[src/rtl/vga_pkg.sv]
// -----------------------------------------------------------------------------
// vga_pkg
// Default raster timing for 800x600@60 Hz on a 40 MHz pixel clock.
// Holds the per-axis widths, the derived totals and the counter width.
// Every module of the timing slice imports this package. Module parameters
// default to these constants.
// -----------------------------------------------------------------------------
package vga_pkg;

  localparam int H_ACTIVE = 800;
  localparam int H_FP     = 40;
  localparam int H_SYNC   = 128;
  localparam int H_BP     = 88;
  localparam int H_TOTAL  = H_ACTIVE + H_FP + H_SYNC + H_BP;  // 1056

  localparam int V_ACTIVE = 600;
  localparam int V_FP     = 1;
  localparam int V_SYNC   = 4;
  localparam int V_BP     = 23;
  localparam int V_TOTAL  = V_ACTIVE + V_FP + V_SYNC + V_BP;  // 628

  // Must satisfy 2**CNT_W >= max(H_TOTAL, V_TOTAL).
  localparam int CNT_W    = 11;

endpackage

[src/rtl/vga_if_tim.sv]
// -----------------------------------------------------------------------------
// vga_if_tim
// Raster timing bundle shared by every drawing stage.
//   hcount / vcount : pixel and line index of the current pixel
//   hsync  / vsync  : active-high sync pulses
//   hblnk  / vblnk  : blanking flags
// Modports: out (producer, vga_timing_gen), in (drawing stages).
// -----------------------------------------------------------------------------
interface vga_if_tim #(
  parameter int CNT_W = vga_pkg::CNT_W
);
  logic [CNT_W-1:0] hcount;
  logic [CNT_W-1:0] vcount;
  logic             hsync;
  logic             vsync;
  logic             hblnk;
  logic             vblnk;

  modport out (output hcount, vcount, hsync, vsync, hblnk, vblnk);
  modport in  (input  hcount, vcount, hsync, vsync, hblnk, vblnk);
endinterface

[src/rtl/vga_axis_cnt.sv]
// -----------------------------------------------------------------------------
// vga_axis_cnt
// One raster axis: a 0..TOTAL-1 wrap counter with enable, a terminal-count
// output and registered blank/sync window flags.
// Ports:
//   clk    in   clock
//   rst_n  in   asynchronous active-low reset
//   en     in   advance the counter this cycle
//   cnt    out  current count (registered)
//   tc     out  cnt is at TOTAL-1 (combinational from the register)
//   blnk   out  registered, cnt >= ACTIVE
//   sync   out  registered, ACTIVE+FP <= cnt < ACTIVE+FP+SYNC
// -----------------------------------------------------------------------------
module vga_axis_cnt #(
  parameter int CNT_W  = vga_pkg::CNT_W,
  parameter int ACTIVE = vga_pkg::H_ACTIVE,
  parameter int FP     = vga_pkg::H_FP,
  parameter int SYNC   = vga_pkg::H_SYNC,
  parameter int TOTAL  = vga_pkg::H_TOTAL
) (
  input  logic             clk,
  input  logic             rst_n,
  input  logic             en,
  output logic [CNT_W-1:0] cnt,
  output logic             tc,
  output logic             blnk,
  output logic             sync
);

  // Window bounds carry one extra bit so an end bound equal to 2**CNT_W
  // still compares correctly.
  localparam logic [CNT_W-1:0] LAST     = CNT_W'(TOTAL - 1);
  localparam logic [CNT_W:0]   BLNK_BEG = (CNT_W + 1)'(ACTIVE);
  localparam logic [CNT_W:0]   SYNC_BEG = (CNT_W + 1)'(ACTIVE + FP);
  localparam logic [CNT_W:0]   SYNC_END = (CNT_W + 1)'(ACTIVE + FP + SYNC);

  logic [CNT_W-1:0] cnt_nxt;
  logic [CNT_W:0]   cnt_nxt_x;

  always_comb begin
    tc      = (cnt == LAST);
    cnt_nxt = cnt;
    if (en) begin
      cnt_nxt = tc ? '0 : cnt + CNT_W'(1);
    end
    cnt_nxt_x = {1'b0, cnt_nxt};
  end

  // Flags are computed from the next count so they register together with it
  // and describe the same pixel as the count they are sampled with.
  always_ff @(posedge clk or negedge rst_n) begin
    if (!rst_n) begin
      cnt  <= '0;
      blnk <= 1'b0;
      sync <= 1'b0;
    end else begin
      cnt  <= cnt_nxt;
      blnk <= (cnt_nxt_x >= BLNK_BEG);
      sync <= (cnt_nxt_x >= SYNC_BEG) && (cnt_nxt_x < SYNC_END);
    end
  end

endmodule

[src/rtl/vga_timing_gen.sv]
// -----------------------------------------------------------------------------
// vga_timing_gen
// Free-running raster timing generator at the head of the display pipeline;
// sole producer of vga_if_tim. All outputs are registered and mutually aligned.
// Ports:
//   clk          in   pixel clock
//   rst          in   asynchronous active-low reset
//   tim_if_out   out  vga_if_tim.out (hcount, vcount, hsync, vsync, hblnk, vblnk)
//   frame_start  out  one-cycle pulse when the raster wraps to (0,0)
//   frame_cnt    out  16-bit count of completed frames (wraps)
// Build option: define VGA_TIM_FRAME_CNT_EN to add frame_start / frame_cnt;
// without it those ports and their logic are absent.
// -----------------------------------------------------------------------------
module vga_timing_gen
  import vga_pkg::*;
#(
  parameter int H_ACTIVE = vga_pkg::H_ACTIVE,
  parameter int H_FP     = vga_pkg::H_FP,
  parameter int H_SYNC   = vga_pkg::H_SYNC,
  parameter int H_BP     = vga_pkg::H_BP,
  parameter int V_ACTIVE = vga_pkg::V_ACTIVE,
  parameter int V_FP     = vga_pkg::V_FP,
  parameter int V_SYNC   = vga_pkg::V_SYNC,
  parameter int V_BP     = vga_pkg::V_BP,
  parameter int CNT_W    = vga_pkg::CNT_W
) (
  input  logic        clk,
  input  logic        rst,
  vga_if_tim.out      tim_if_out
`ifdef VGA_TIM_FRAME_CNT_EN
  ,
  output logic        frame_start,
  output logic [15:0] frame_cnt
`endif
);

  localparam int HT = H_ACTIVE + H_FP + H_SYNC + H_BP;
  localparam int VT = V_ACTIVE + V_FP + V_SYNC + V_BP;

  logic [CNT_W-1:0] h_cnt;
  logic [CNT_W-1:0] v_cnt;
  logic             h_tc;
  logic             h_blnk;
  logic             h_sync;
  logic             v_blnk;
  logic             v_sync;

  vga_axis_cnt #(
    .CNT_W  (CNT_W),
    .ACTIVE (H_ACTIVE),
    .FP     (H_FP),
    .SYNC   (H_SYNC),
    .TOTAL  (HT)
  ) u_hcnt (
    .clk   (clk),
    .rst_n (rst),
    .en    (1'b1),
    .cnt   (h_cnt),
    .tc    (h_tc),
    .blnk  (h_blnk),
    .sync  (h_sync)
  );

`ifdef VGA_TIM_FRAME_CNT_EN
  logic v_tc;
`endif

  // The vertical axis only moves on the last pixel of a line, so vsync and
  // vblnk change with whole-line granularity.
  vga_axis_cnt #(
    .CNT_W  (CNT_W),
    .ACTIVE (V_ACTIVE),
    .FP     (V_FP),
    .SYNC   (V_SYNC),
    .TOTAL  (VT)
  ) u_vcnt (
    .clk   (clk),
    .rst_n (rst),
    .en    (h_tc),
    .cnt   (v_cnt),
`ifdef VGA_TIM_FRAME_CNT_EN
    .tc    (v_tc),
`else
    .tc    (),
`endif
    .blnk  (v_blnk),
    .sync  (v_sync)
  );

  assign tim_if_out.hcount = h_cnt;
  assign tim_if_out.vcount = v_cnt;
  assign tim_if_out.hsync  = h_sync;
  assign tim_if_out.vsync  = v_sync;
  assign tim_if_out.hblnk  = h_blnk;
  assign tim_if_out.vblnk  = v_blnk;

`ifdef VGA_TIM_FRAME_CNT_EN
  // Both axes at their last position means the next edge lands on (0,0)
  // through a wrap; the reset state itself never raises frame_start.
  logic frame_wrap;
  assign frame_wrap = h_tc & v_tc;

  always_ff @(posedge clk or negedge rst) begin
    if (!rst) begin
      frame_start <= 1'b0;
      frame_cnt   <= '0;
    end else begin
      frame_start <= frame_wrap;
      if (frame_wrap) begin
        frame_cnt <= frame_cnt + 16'd1;
      end
    end
  end
`endif

endmodule
[src/flat_wrapper.sv]
// flat-port wrapper written by rule: the top's interface ports become plain ports
module vga_timing_gen_flat import vga_pkg::*;
#(
  parameter int H_ACTIVE = vga_pkg::H_ACTIVE,
  parameter int H_FP     = vga_pkg::H_FP,
  parameter int H_SYNC   = vga_pkg::H_SYNC,
  parameter int H_BP     = vga_pkg::H_BP,
  parameter int V_ACTIVE = vga_pkg::V_ACTIVE,
  parameter int V_FP     = vga_pkg::V_FP,
  parameter int V_SYNC   = vga_pkg::V_SYNC,
  parameter int V_BP     = vga_pkg::V_BP,
  parameter int CNT_W    = vga_pkg::CNT_W
)
  (clk, rst, tim_if_out_hcount, tim_if_out_vcount, tim_if_out_hsync, tim_if_out_vsync, tim_if_out_hblnk, tim_if_out_vblnk);
  vga_if_tim #(.CNT_W(CNT_W)) tim_if_out_i ();
  input  logic clk;
  input  logic rst;
  output wire logic [$bits(tim_if_out_i.hcount)-1:0] tim_if_out_hcount;
  output wire logic [$bits(tim_if_out_i.vcount)-1:0] tim_if_out_vcount;
  output wire logic [$bits(tim_if_out_i.hsync)-1:0] tim_if_out_hsync;
  output wire logic [$bits(tim_if_out_i.vsync)-1:0] tim_if_out_vsync;
  output wire logic [$bits(tim_if_out_i.hblnk)-1:0] tim_if_out_hblnk;
  output wire logic [$bits(tim_if_out_i.vblnk)-1:0] tim_if_out_vblnk;
  assign tim_if_out_hcount = tim_if_out_i.hcount;
  assign tim_if_out_vcount = tim_if_out_i.vcount;
  assign tim_if_out_hsync = tim_if_out_i.hsync;
  assign tim_if_out_vsync = tim_if_out_i.vsync;
  assign tim_if_out_hblnk = tim_if_out_i.hblnk;
  assign tim_if_out_vblnk = tim_if_out_i.vblnk;
  vga_timing_gen #(.H_ACTIVE(H_ACTIVE), .H_FP(H_FP), .H_SYNC(H_SYNC), .H_BP(H_BP), .V_ACTIVE(V_ACTIVE), .V_FP(V_FP), .V_SYNC(V_SYNC), .V_BP(V_BP), .CNT_W(CNT_W)) u_core (.clk(clk), .rst(rst), .tim_if_out(tim_if_out_i));
endmodule
[config.mk]
export PLATFORM = sky130hd
export DESIGN_NAME = vga_timing_gen_flat
export DESIGN_NICKNAME = d
export VERILOG_FILES = /design/src/rtl/vga_pkg.sv /design/src/rtl/vga_if_tim.sv /design/src/rtl/vga_axis_cnt.sv /design/src/rtl/vga_timing_gen.sv /design/src/flat_wrapper.sv
export SDC_FILE = /design/constraint.sdc
export NUM_CORES = 1
export LEC_CHECK = 0
export BUFFER_PORTS_ARGS = -buffer_cell sky130_fd_sc_hd__clkbuf_2
export CAP_MARGIN = 10
export CORE_ASPECT_RATIO = 2
export CORE_MARGIN = 2
export CORE_UTILIZATION = 54
export DETAILED_ROUTE_END_ITERATION = 8
export PLACE_DENSITY = 0.89
export REMOVE_ABC_BUFFERS = 1
export SLEW_MARGIN = 0
export SYNTH_ARGS = -nofsm -noshare
export SYNTH_HDL_FRONTEND = slang
export SYNTH_SLANG_ARGS = --single-unit
export TNS_END_PERCENT = 1
[constraint.sdc]
create_clock -name clk -period 3.2 [get_ports clk]
set_clock_uncertainty 0.1 [all_clocks]
set_input_delay 0.64 -clock clk [delete_from_list [all_inputs] [get_ports clk]]
set_output_delay 0.64 -clock clk [all_outputs]
set_load 0.005 [all_outputs]
==> impl_metrics.tcl <==
set metrics [dict create \
    vias 1317 \
    cts_htree_levels 1 \
    antenna_found_initial 0 \
    multi_input_comb_area_um2 768 \
    post-route-cell-area_um2 1650 \
    tightest_slew_ps 639 \
    ys_types 40 \
    finalWorstSetupSlack_ps 476 \
    status "completed" \
    clk_pin_slew_worst_paths_ps 90 \
    maxSlewViolCount 0 \
    synth-seq-area-share_pct 44.1 \
    cts_hold_buf 0 \
    place_inst 203 \
    cpLargestDelayFamily "simple AND/OR/NAND/NOR gates" \
    maxCapViolCount 0 \
    viasPerCell 6.39 \
    clk_latency_ps 280 \
    max_freq_mhz 367 \
    postSynth.asyncResetShare_pct 100 \
    synth_flop_cell "dfrtp_1" \
    r2r_slack_ps 480 \
    fin_util_pct 64.0 \
    syn_inst 157 \
    post-cts-setup-buffers 0 \
    syn_to_final_growth_pct 11.4 \
    final-setup-viol-count 0 \
    synth-simple-area-share_pct 28.6 \
    tritoncts "built" \
    nets 184 \
    grt_max_degree 27 \
    required_ps 3270 \
    grt.total_usage_pct 25.3 \
    grt_remaining_overflow 0 \
    powerDensity_nw_per_um2 319 \
    die_y_um 77.9 \
    r2r_start "u_core.u_hcnt.cnt[9]$_DFF_PN0_" \
    hold_slack_ps 268 \
    end_kind "flip-flop" \
    cp_max_fo 9 \
    rsz0062_at_grt "no" \
    clock_sinks 26 \
    r2r-end "u_core.u_vcnt.blnk$_DFF_PN0_" \
    cts_resized 0 \
    die_area_um2 3190 \
    routedWlPerCell_um 17.0 \
    hpwlAfterDp_mm 2.61 \
    dieWidth_um 41.0 \
    n_antenna_cell 0 \
    portBuffers 27 \
    cts_root_buf "clkbuf_8" \
    synth_top_family_by_area "simple AND/OR/NAND/NOR gates" \
    coreArea_um2 2570 \
    ys_warn_count 0 \
    dpl_worst_slack_ps 508 \
    leakage_nw 0.790 \
    slowest_delay_ps 650 \
    drive_above_1_share_pct 20.2 \
    critPathBufInv 0 \
    drc 0 \
    grt_pass1_vias 1232 \
    period_minus_slack_ps 2720 \
    criticalPathCategory "reg2reg" \
    avgSynthCellArea_um2 9.40 \
    irDropWorstVdd_mv 0.339 \
    cp_cell_sequence "or4_1 -> or3_1 -> nor4_4 -> xnor2_1 -> nor2_4 -> o22a_1" \
    final-seq-area_um2 651 \
    ff2ff_path_depth 6 \
    grt_pass1_wl_mm 5.60 \
    hold_violations 0 \
    synth-compound-area-share_pct 12.8 \
    final_cells 206 \
    critPathArrivalTime_ps 2790 \
    ios 28 \
    place_area_um2 1600 \
    numCtsBuffers 3 \
    antenna_left 0 \
    fin_setup_tns_ps 0 \
    fp-row-count 26 \
    muxShareOfSynthArea_pct 0 \
    gp_congestion 0.752 \
    cts_buffer_depth 2 \
    slew_headroom_pct 57.4 \
    p_total_mw 0.525 \
    synth-seq-cells 26 \
    hold_class "in2async" \
    startpoint_type "flip-flop" \
    initial_core_util_pct 57.4 \
    synth-adder-area-share_pct 1.69 \
    fin_crit_sh_pct 85.1 \
    drt_iter0_drc 71 \
    fill_cells 221 \
    wl_mm 3.51 \
    syn_area_um2 1480 \
    cp_slowest_cell "or4_1" \
    synth_xor_xnor_area_share_pct 8.90 \
    firstDrtPassIters 4 \
    synth_edf_count 0 \
]
Yosys cell counts, drive strengths merged, types with 5 or more instances:
library cell,count,share of area (%)
dfrtp,26,44
nand3,11,3.7
xor2,6,3.6
xnor2,9,5.3
clkbuf,5,1.3
nor2,9,2.8
o21ai,5,1.7
a21oi,7,2.4
nand2,19,4.8
nor4,5,3.1
buf,5,2.1
routing by layer:
| layer | GRT usage (%) | wire length [um] | vias up |
|---|---|---|---|
| met5 | 0 | 0 | - |
| met2 | 41.3 | 1920 | 60 |
| li1 | - | - | 606 |
| met4 | 14.7 | 126 | 0 |
| met1 | 26.7 | 1250 | 640 |
| met3 | 6.29 | 217 | 11 |
worst max-delay path by stage:
| stage | start | endpoint | slack [ps] | depth (start not counted) |
|---|---|---|---|---|
| 2_1_floorplan | u_core.u_hcnt.cnt[9]$_DFF_PN0_ | u_core.u_vcnt.blnk$_DFF_PN0_ | 660 | 6 |
| 3_3_place_gp | u_core.u_hcnt.cnt[9]$_DFF_PN0_ | u_core.u_vcnt.sync$_DFF_PN0_ | 530 | 6 |
| 3_5_place_dp | u_core.u_hcnt.cnt[9]$_DFF_PN0_ | u_core.u_vcnt.blnk$_DFF_PN0_ | 510 | 6 |
| 4_1_cts | u_core.u_hcnt.cnt[9]$_DFF_PN0_ | u_core.u_vcnt.blnk$_DFF_PN0_ | 490 | 6 |
| 5_1_grt | u_core.u_hcnt.cnt[0]$_DFF_PN0_ | u_core.u_vcnt.blnk$_DFF_PN0_ | 360 | 7 |
| 6_report | u_core.u_hcnt.cnt[9]$_DFF_PN0_ | u_core.u_vcnt.blnk$_DFF_PN0_ | 480 | 6 |
kinds of logic (layout without fill, tap and decap cells):
family                   after synthesis  count (layout)
adder cells (fa/ha/maj)                2               2
AO/OA/AOI/OAI                         28              28
buffers and inverters                 12              33
XOR/XNOR                              15              15
AND/OR/NAND/NOR                       74              74
flip-flops                            26              26
sequential cells by signal, indices dropped and copies added, names as in the netlist:
signal              count
u_core.u_vcnt.blnk      1
u_core.u_vcnt.sync      1
u_core.u_hcnt.blnk      1
u_core.u_hcnt.cnt      11
u_core.u_hcnt.sync      1
u_core.u_vcnt.cnt      11
report_power, final:
| group | total (mW) | switching (mW) | internal (mW) |
|---|---|---|---|
| sequential | 0.328 | 0 | 0.328 |
| clock | 0.190 | 0.106 | 0.0848 |
| combinational | 0.00646 | 0.00605 | 0.000416 |
cell usage in the layout, fill, tap and decap left out, types with 5 or more instances in the layout:
| master | count |
|---|---|
| xnor2_1 | 9 |
| o21ai_0 | 5 |
| nand2_1 | 19 |
| nand3_1 | 11 |
| clkbuf_2 | 27 |
| nor2_1 | 8 |
| dfrtp_1 | 26 |
| xor2_1 | 6 |
| a21oi_1 | 7 |
cell type report:
class,count,area share (%)
clock buffers,3,2.51
inverters,2,0.456
multi-input cells,119,46.7
flip-flops and latches,26,39.5
well taps,28,2.13
repair buffers,28,8.67
Power figures use the tool's default switching activity.
